$ cat src/rtl/avr_timer_ext.sv
// avr_timer_ext: down-counting I/O-bus timer with reload, one-shot/periodic mode, W1C overflow and irq.
// Latency: register writes and counter updates land on the edge ending the cycle; io_do is combinational.
// Backpressure: none; the bus strobes are always accepted. Optional prescaler via AVR_TIMER_PRESCALER_EN.
`timescale 1ns/1ps
module avr_timer_ext #(
   parameter int          WIDTH     = 16,
   parameter int unsigned LOAD_INIT = 23999,
   parameter bit          AUTOSTART = 1'b1
) (
   input  logic       clk,
   input  logic       rst,
   input  logic       io_re,
   input  logic       io_we,
   input  logic [3:0] io_a,
   input  logic [7:0] io_di,
   output logic [7:0] io_do,
   output logic       irq,
   input  logic       ack
);

   localparam int NB = WIDTH / 8;

   logic [WIDTH-1:0] cnt;
   logic [WIDTH-1:0] load;
   logic [WIDTH-9:0] snap;
   logic             ien;
   logic             oneshot;
   logic             run;
   logic             ovf;
   logic [2:0]       ps;

   logic             wr;
   logic             ctrl_wr;
   logic             start;
   logic             stop;
   logic             tick;
   logic             count_en;
   logic             term;
   logic             ovf_clr;
   logic [31:0]      cnt_view;
   logic [31:0]      load_view;
   logic [7:0]       rd;

   // A read strobe always wins over a simultaneous write strobe
   assign wr      = io_we & ~io_re;
   assign ctrl_wr = wr & (io_a == 4'h8);
   assign start   = ctrl_wr & io_di[5] & ~run;
   assign stop    = ctrl_wr & ~io_di[5];

`ifdef AVR_TIMER_PRESCALER_EN
   logic [7:0] presc;
   logic [7:0] ps_mask;

   assign ps_mask = ~(8'hFF << ps);
   assign tick    = run & ((presc & ps_mask) == ps_mask);

   // Free-running prescaler: cleared on start, frozen while stopped
   always_ff @(posedge clk or posedge rst) begin
      if (rst)
         presc <= 8'h00;
      else if (start)
         presc <= 8'h00;
      else if (run & ~stop)
         presc <= presc + 8'd1;
   end

   // Prescale select field of CTRL
   always_ff @(posedge clk or posedge rst) begin
      if (rst)
         ps <= 3'b000;
      else if (ctrl_wr)
         ps <= io_di[2:0];
   end
`else
   assign tick = run;
   assign ps   = 3'b000;
`endif

   // A stop write on the same edge freezes the counter before it can tick
   assign count_en = tick & ~stop;
   assign term     = count_en & (cnt == '0);
   assign ovf_clr  = ack | (wr & (io_a == 4'h9) & io_di[7]);

   // CTRL flags; an explicit CTRL write overrides the one-shot self-stop
   always_ff @(posedge clk or posedge rst) begin
      if (rst) begin
         ien     <= 1'b0;
         oneshot <= 1'b0;
         run     <= AUTOSTART;
      end else if (ctrl_wr) begin
         ien     <= io_di[7];
         oneshot <= io_di[6];
         run     <= io_di[5];
      end else if (term & oneshot) begin
         run     <= 1'b0;
      end
   end

   // Counter: reload on start, decrement per tick, reload or hold at zero on terminal tick
   always_ff @(posedge clk or posedge rst) begin
      if (rst)
         cnt <= '0;
      else if (start)
         cnt <= load;
      else if (count_en) begin
         if (cnt == '0)
            cnt <= oneshot ? '0 : load;
         else
            cnt <= cnt - WIDTH'(1);
      end
   end

   // Overflow flag: a terminal tick beats any clear on the same edge
   always_ff @(posedge clk or posedge rst) begin
      if (rst)
         ovf <= 1'b0;
      else if (term)
         ovf <= 1'b1;
      else if (ovf_clr)
         ovf <= 1'b0;
   end

   // LOAD bytes; bytes beyond the counter width do not exist
   always_ff @(posedge clk or posedge rst) begin
      if (rst)
         load <= WIDTH'(LOAD_INIT);
      else if (wr) begin
         for (int i = 0; i < NB; i++) begin
            if (io_a == 4'(4 + i))
               load[i*8 +: 8] <= io_di;
         end
      end
   end

   // Reading CNT byte 0 freezes the upper bytes so a multi-cycle read is coherent
   always_ff @(posedge clk or posedge rst) begin
      if (rst)
         snap <= '0;
      else if (io_re && (io_a == 4'h0))
         snap <= cnt[WIDTH-1:8];
   end

   assign cnt_view  = 32'({snap, cnt[7:0]});
   assign load_view = 32'(load);

   // Read mux, forced to zero when no read strobe is present
   always_comb begin
      rd = 8'h00;
      case (io_a)
         4'h0, 4'h1, 4'h2, 4'h3: rd = cnt_view[{io_a[1:0], 3'b000} +: 8];
         4'h4, 4'h5, 4'h6, 4'h7: rd = load_view[{io_a[1:0], 3'b000} +: 8];
         4'h8:                   rd = {ien, oneshot, run, 2'b00, ps};
         4'h9:                   rd = {ovf, 7'b000_0000};
         default:                rd = 8'h00;
      endcase
      io_do = io_re ? rd : 8'h00;
   end

   assign irq = ien & ovf;

endmodule

$ cat config.mk
export PLATFORM = sky130hd
export DESIGN_NAME = avr_timer_ext
export DESIGN_NICKNAME = d
export VERILOG_FILES = /design/src/rtl/avr_timer_ext.sv
export SDC_FILE = /design/constraint.sdc
export NUM_CORES = 1
export LEC_CHECK = 0
export CAP_MARGIN = 10
export CORE_UTILIZATION = 55
export DETAILED_ROUTE_END_ITERATION = 8
export MAX_ROUTING_LAYER = met4
export PLACE_DENSITY = 0.84
export SLEW_MARGIN = 10
export SYNTH_ARGS = -nofsm -noshare
export SYNTH_HDL_FRONTEND = slang
export SYNTH_SLANG_ARGS = --single-unit
export TNS_END_PERCENT = 1
$ cat constraint.sdc
create_clock -name clk -period 2.4 [get_ports clk]
set_input_delay 0.48 -clock clk [delete_from_list [all_inputs] [get_ports clk]]
set_output_delay 0.48 -clock clk [all_outputs]
set_load 0.03 [all_outputs]
==> results.py <==
metrics = {
    "cts": {
        "cts_num_sinks": 44,
        "htreeDepth": 2,
        "cts.clk_slew.worst_paths_ns": 0.08,
        "cts_buffers": 5,
        "worstSkewPairLatency_ns": 0.30,
        "holdBufCountCts": 0,
        "clock-root-buffer": "clkbuf_8",
        "cts_tree": "done",
        "clockBufferDepth": 2,
    },
    "floorplanning": {
        "start_util": 0.5842,
        "die_area_sq_um": 5032,
        "design.core.area_sq_um": 4474,
        "die_x_um": 70.94,
        "pin_count": 26,
        "die_y_um": 70.94,
        "rows": 24,
    },
    "finish": {
        "final_cell_mix": "dfrtp_1, buf_4, mux2_2",
        "nets": 325,
        "mostFrequentLayoutCell": "dfrtp_1",
        "fill_cells": 312,
        "drive_above_1_share": 0.3029,
        "stdcell_area_sq_um": 3279,
        "areaGrowthSynthToFinish_pct": 25.47,
        "fin_cells": 359,
        "n_antenna_cell": 0,
    },
    "synthesis": {
        "syn_inst": 252,
        "ys_top_cells_by_area": "dfrtp_1, dfstp_2, mux2_2, mux2i_1, nand3_1",
        "ys.flop_type": "dfrtp_1",
        "avgSynthCellArea_sq_um": 10.37,
        "ys_types": 55,
        "yosys_warnings": 0,
        "async_flop_share": 1.000,
        "synth_area_sq_um": 2614,
        "ys_seq_area_frac": 0.4275,
        "synth_top_area_cell": "dfrtp_1",
        "yosys.area.top_type_share": 0.2968,
        "synth.ff_latch_count": 44,
        "synth_fp_nets": 271,
        "synth-edff-count": 0,
    },
    "routing": {
        "wl_per_cell_um": 19.32,
        "first_iter_violations": 272,
        "drt-total-wl_mm": 6.937,
        "ant_nets": 0,
        "drc": 0,
        "viasPerCell": 6.446,
        "first_pass_iters": 5,
        "vias": 2314,
    },
    "global_route": {
        "antenna_found_initial": 0,
        "grt.total_usage": 0.3098,
        "grt_max_degree": 45,
        "grt-ovfl-total": 0,
        "grt_pass1_wl_mm": 11.33,
        "grt_pass1_vias": 2188,
    },
    "setup_path": {
        "cp_cell_sequence": "clkdlybuf4s50_1 > or2_1 > buf_4 > nor2_2 > nand3_1 > a21oi_1 > buf_4",
        "slowest_delay_ns": 0.44,
        "crit_fanout": 11,
        "required_ns": 1.92,
        "reg2reg_from": "cnt[0]",
        "critPathArrivalTime_ns": 1.98,
        "end_kind": "output pin",
        "startpoint": "io_a[1]",
        "crit_family": "buffers and inverters",
        "slowest_stage": "clkdlybuf4s50_1",
        "crit_buf_inv": 3,
        "path_class": "in -> out",
        "cpMostUsedCell": "buf_4",
        "crit_path_start_kind": "input pin",
    },
    "sta": {
        "relSlewSlack": 0.7271,
        "tightest_slew_ns": 0.4082,
        "setup_viol": 2,
        "finalHoldViolCount": 0,
        "rsz0062_at_grt": "yes",
        "finalWorstSetupSlack_ns": -0.06021,
        "period_share": 1.025,
        "maxClockFrequency_mhz": 406.5,
        "clock_skew_ns": 0.005370,
        "fin_crit_ns": 2.460,
        "slew_violations": 0,
    },
    "pwr": {
        "ir_drop_uv": 428.8,
        "leakage_uw": 0.001306,
        "power.density_nw_per_um2": 774.8,
        "power_uw": 2541,
    },
    "status": {
        "violations": "setup timing",
        "run_status": "complete, but fails checks",
    },
    "placement": {
        "dp_cells": 348,
        "place_congestion": 1.004,
        "dpl.hpwl_mm": 5.042,
        "placed_cell_area_sq_um": 3085,
        "io_buffers": 25,
    },
    "run": {
        "drv_cap": 0,
    },
    "hold_path": {
        "hp-class": "in -> async",
    },
}
report_power, final:
| part | internal [uW] | total (uW) | switching (uW) |
|---|---|---|---|
| sequential | 1000 | 1310 | 307 |
| clock | 206 | 475 | 268 |
| combinational | 394 | 757 | 363 |
area by class of cell:
| class | count | area (sq um) | share of cell area |
|---|---|---|---|
| multi-input cells | 192 | 1433 | 0.4369 |
| flip-flops and latches | 44 | 1117 | 0.3407 |
| repair buffers | 57 | 549.3 | 0.1675 |
| clock buffers | 5 | 68.82 | 0.02098 |
| well taps | 52 | 65.06 | 0.01984 |
| clock inverters | 3 | 23.77 | 0.007249 |
| inverters | 6 | 22.52 | 0.006868 |
through the flow:
stage / TNS (ns) / setup slack, ns / hold slack (ns) / utilization
floorplan: 0 / 0.1478 / 0.4635 / -
global placement: -2.134 / -0.3401 / 0.4737 / 0.6896
detailed placement: -2.159 / -0.3741 / 0.4845 / 0.6896
CTS: -0.06158 / -0.03094 / 0.5041 / 0.7310
global route: -0.2309 / -0.1046 / 0.5186 / 0.7329
finish: -0.1069 / -0.06021 / 0.5047 / 0.7329
state kept, by name, summed over array words and instances (netlist names):
| name | count |
|---|---|
| oneshot | 1 |
| snap | 8 |
| load | 16 |
| ovf | 1 |
| ien | 1 |
| cnt | 16 |
| run | 1 |
layer usage:
layer  track usage  vias to the layer above  part of all wire
li1              -                     1071                 -
met1        0.4428                     1128              0.45
met2        0.4338                       96              0.44
met3       0.05128                       19             0.069
met4        0.1378                        0             0.037
met5             -                        -                 0
cell families (layout without fill, tap and decap cells):
| kind of cell | after synthesis | after routing | synth area share |
|---|---|---|---|
| DFF | 44 | 44 | 0.4275 |
| and+or+nand+nor | 93 | 93 | 0.2183 |
| AOI/OAI and AO/OA | 57 | 57 | 0.1489 |
| buffers and inverters | 16 | 71 | 0.03111 |
| muxes | 40 | 40 | 0.1647 |
| adders and majority gates | 2 | 2 | 0.009572 |
cell usage after synthesis, types with 2 or more instances:
| cell | n |
|---|---|
| inv_1 | 6 |
| or4_1 | 2 |
| nor3_1 | 8 |
| nor4_1 | 6 |
| mux2_1 | 5 |
| mux2i_1 | 16 |
| nand2b_1 | 4 |
| nor2_1 | 15 |
| ha_1 | 2 |
| o22ai_1 | 8 |
| clkbuf_1 | 2 |
| nor2b_1 | 4 |
| mux2_2 | 19 |
| buf_4 | 2 |
| a21oi_1 | 5 |
| dfstp_2 | 13 |
| o21ai_0 | 13 |
| and2_1 | 8 |
| dfrtp_1 | 31 |
| nand2_1 | 11 |
| buf_2 | 5 |
| a221o_1 | 8 |
| nand3_1 | 17 |
| o21ai_1 | 8 |
| nor3b_1 | 2 |
| o31ai_1 | 3 |
path summary, 6_finish.rpt:
check,to,slack [ns],cells past startpoint
min reg2reg,snap[2],0.51,1
max in group asynchronous,run,1.61,3
max reg2reg,cnt[13],0.12,8
min,ien,0.50,3
min in group clk,snap[2],0.51,1
max,io_do[6],-0.06,7
worst min-delay path: stages:
cell and delay [ns]:
clkdlybuf4s50_1 0.40, clkinv_1 0.07, buf_12 0.23
timing repair:
action                     CTS  global route
setup buffers                2             0
gates cloned                 1             0
setup endpoints to repair    8            16
resized for setup           16             3
Note: power is estimated with default switching activity, not from simulation.
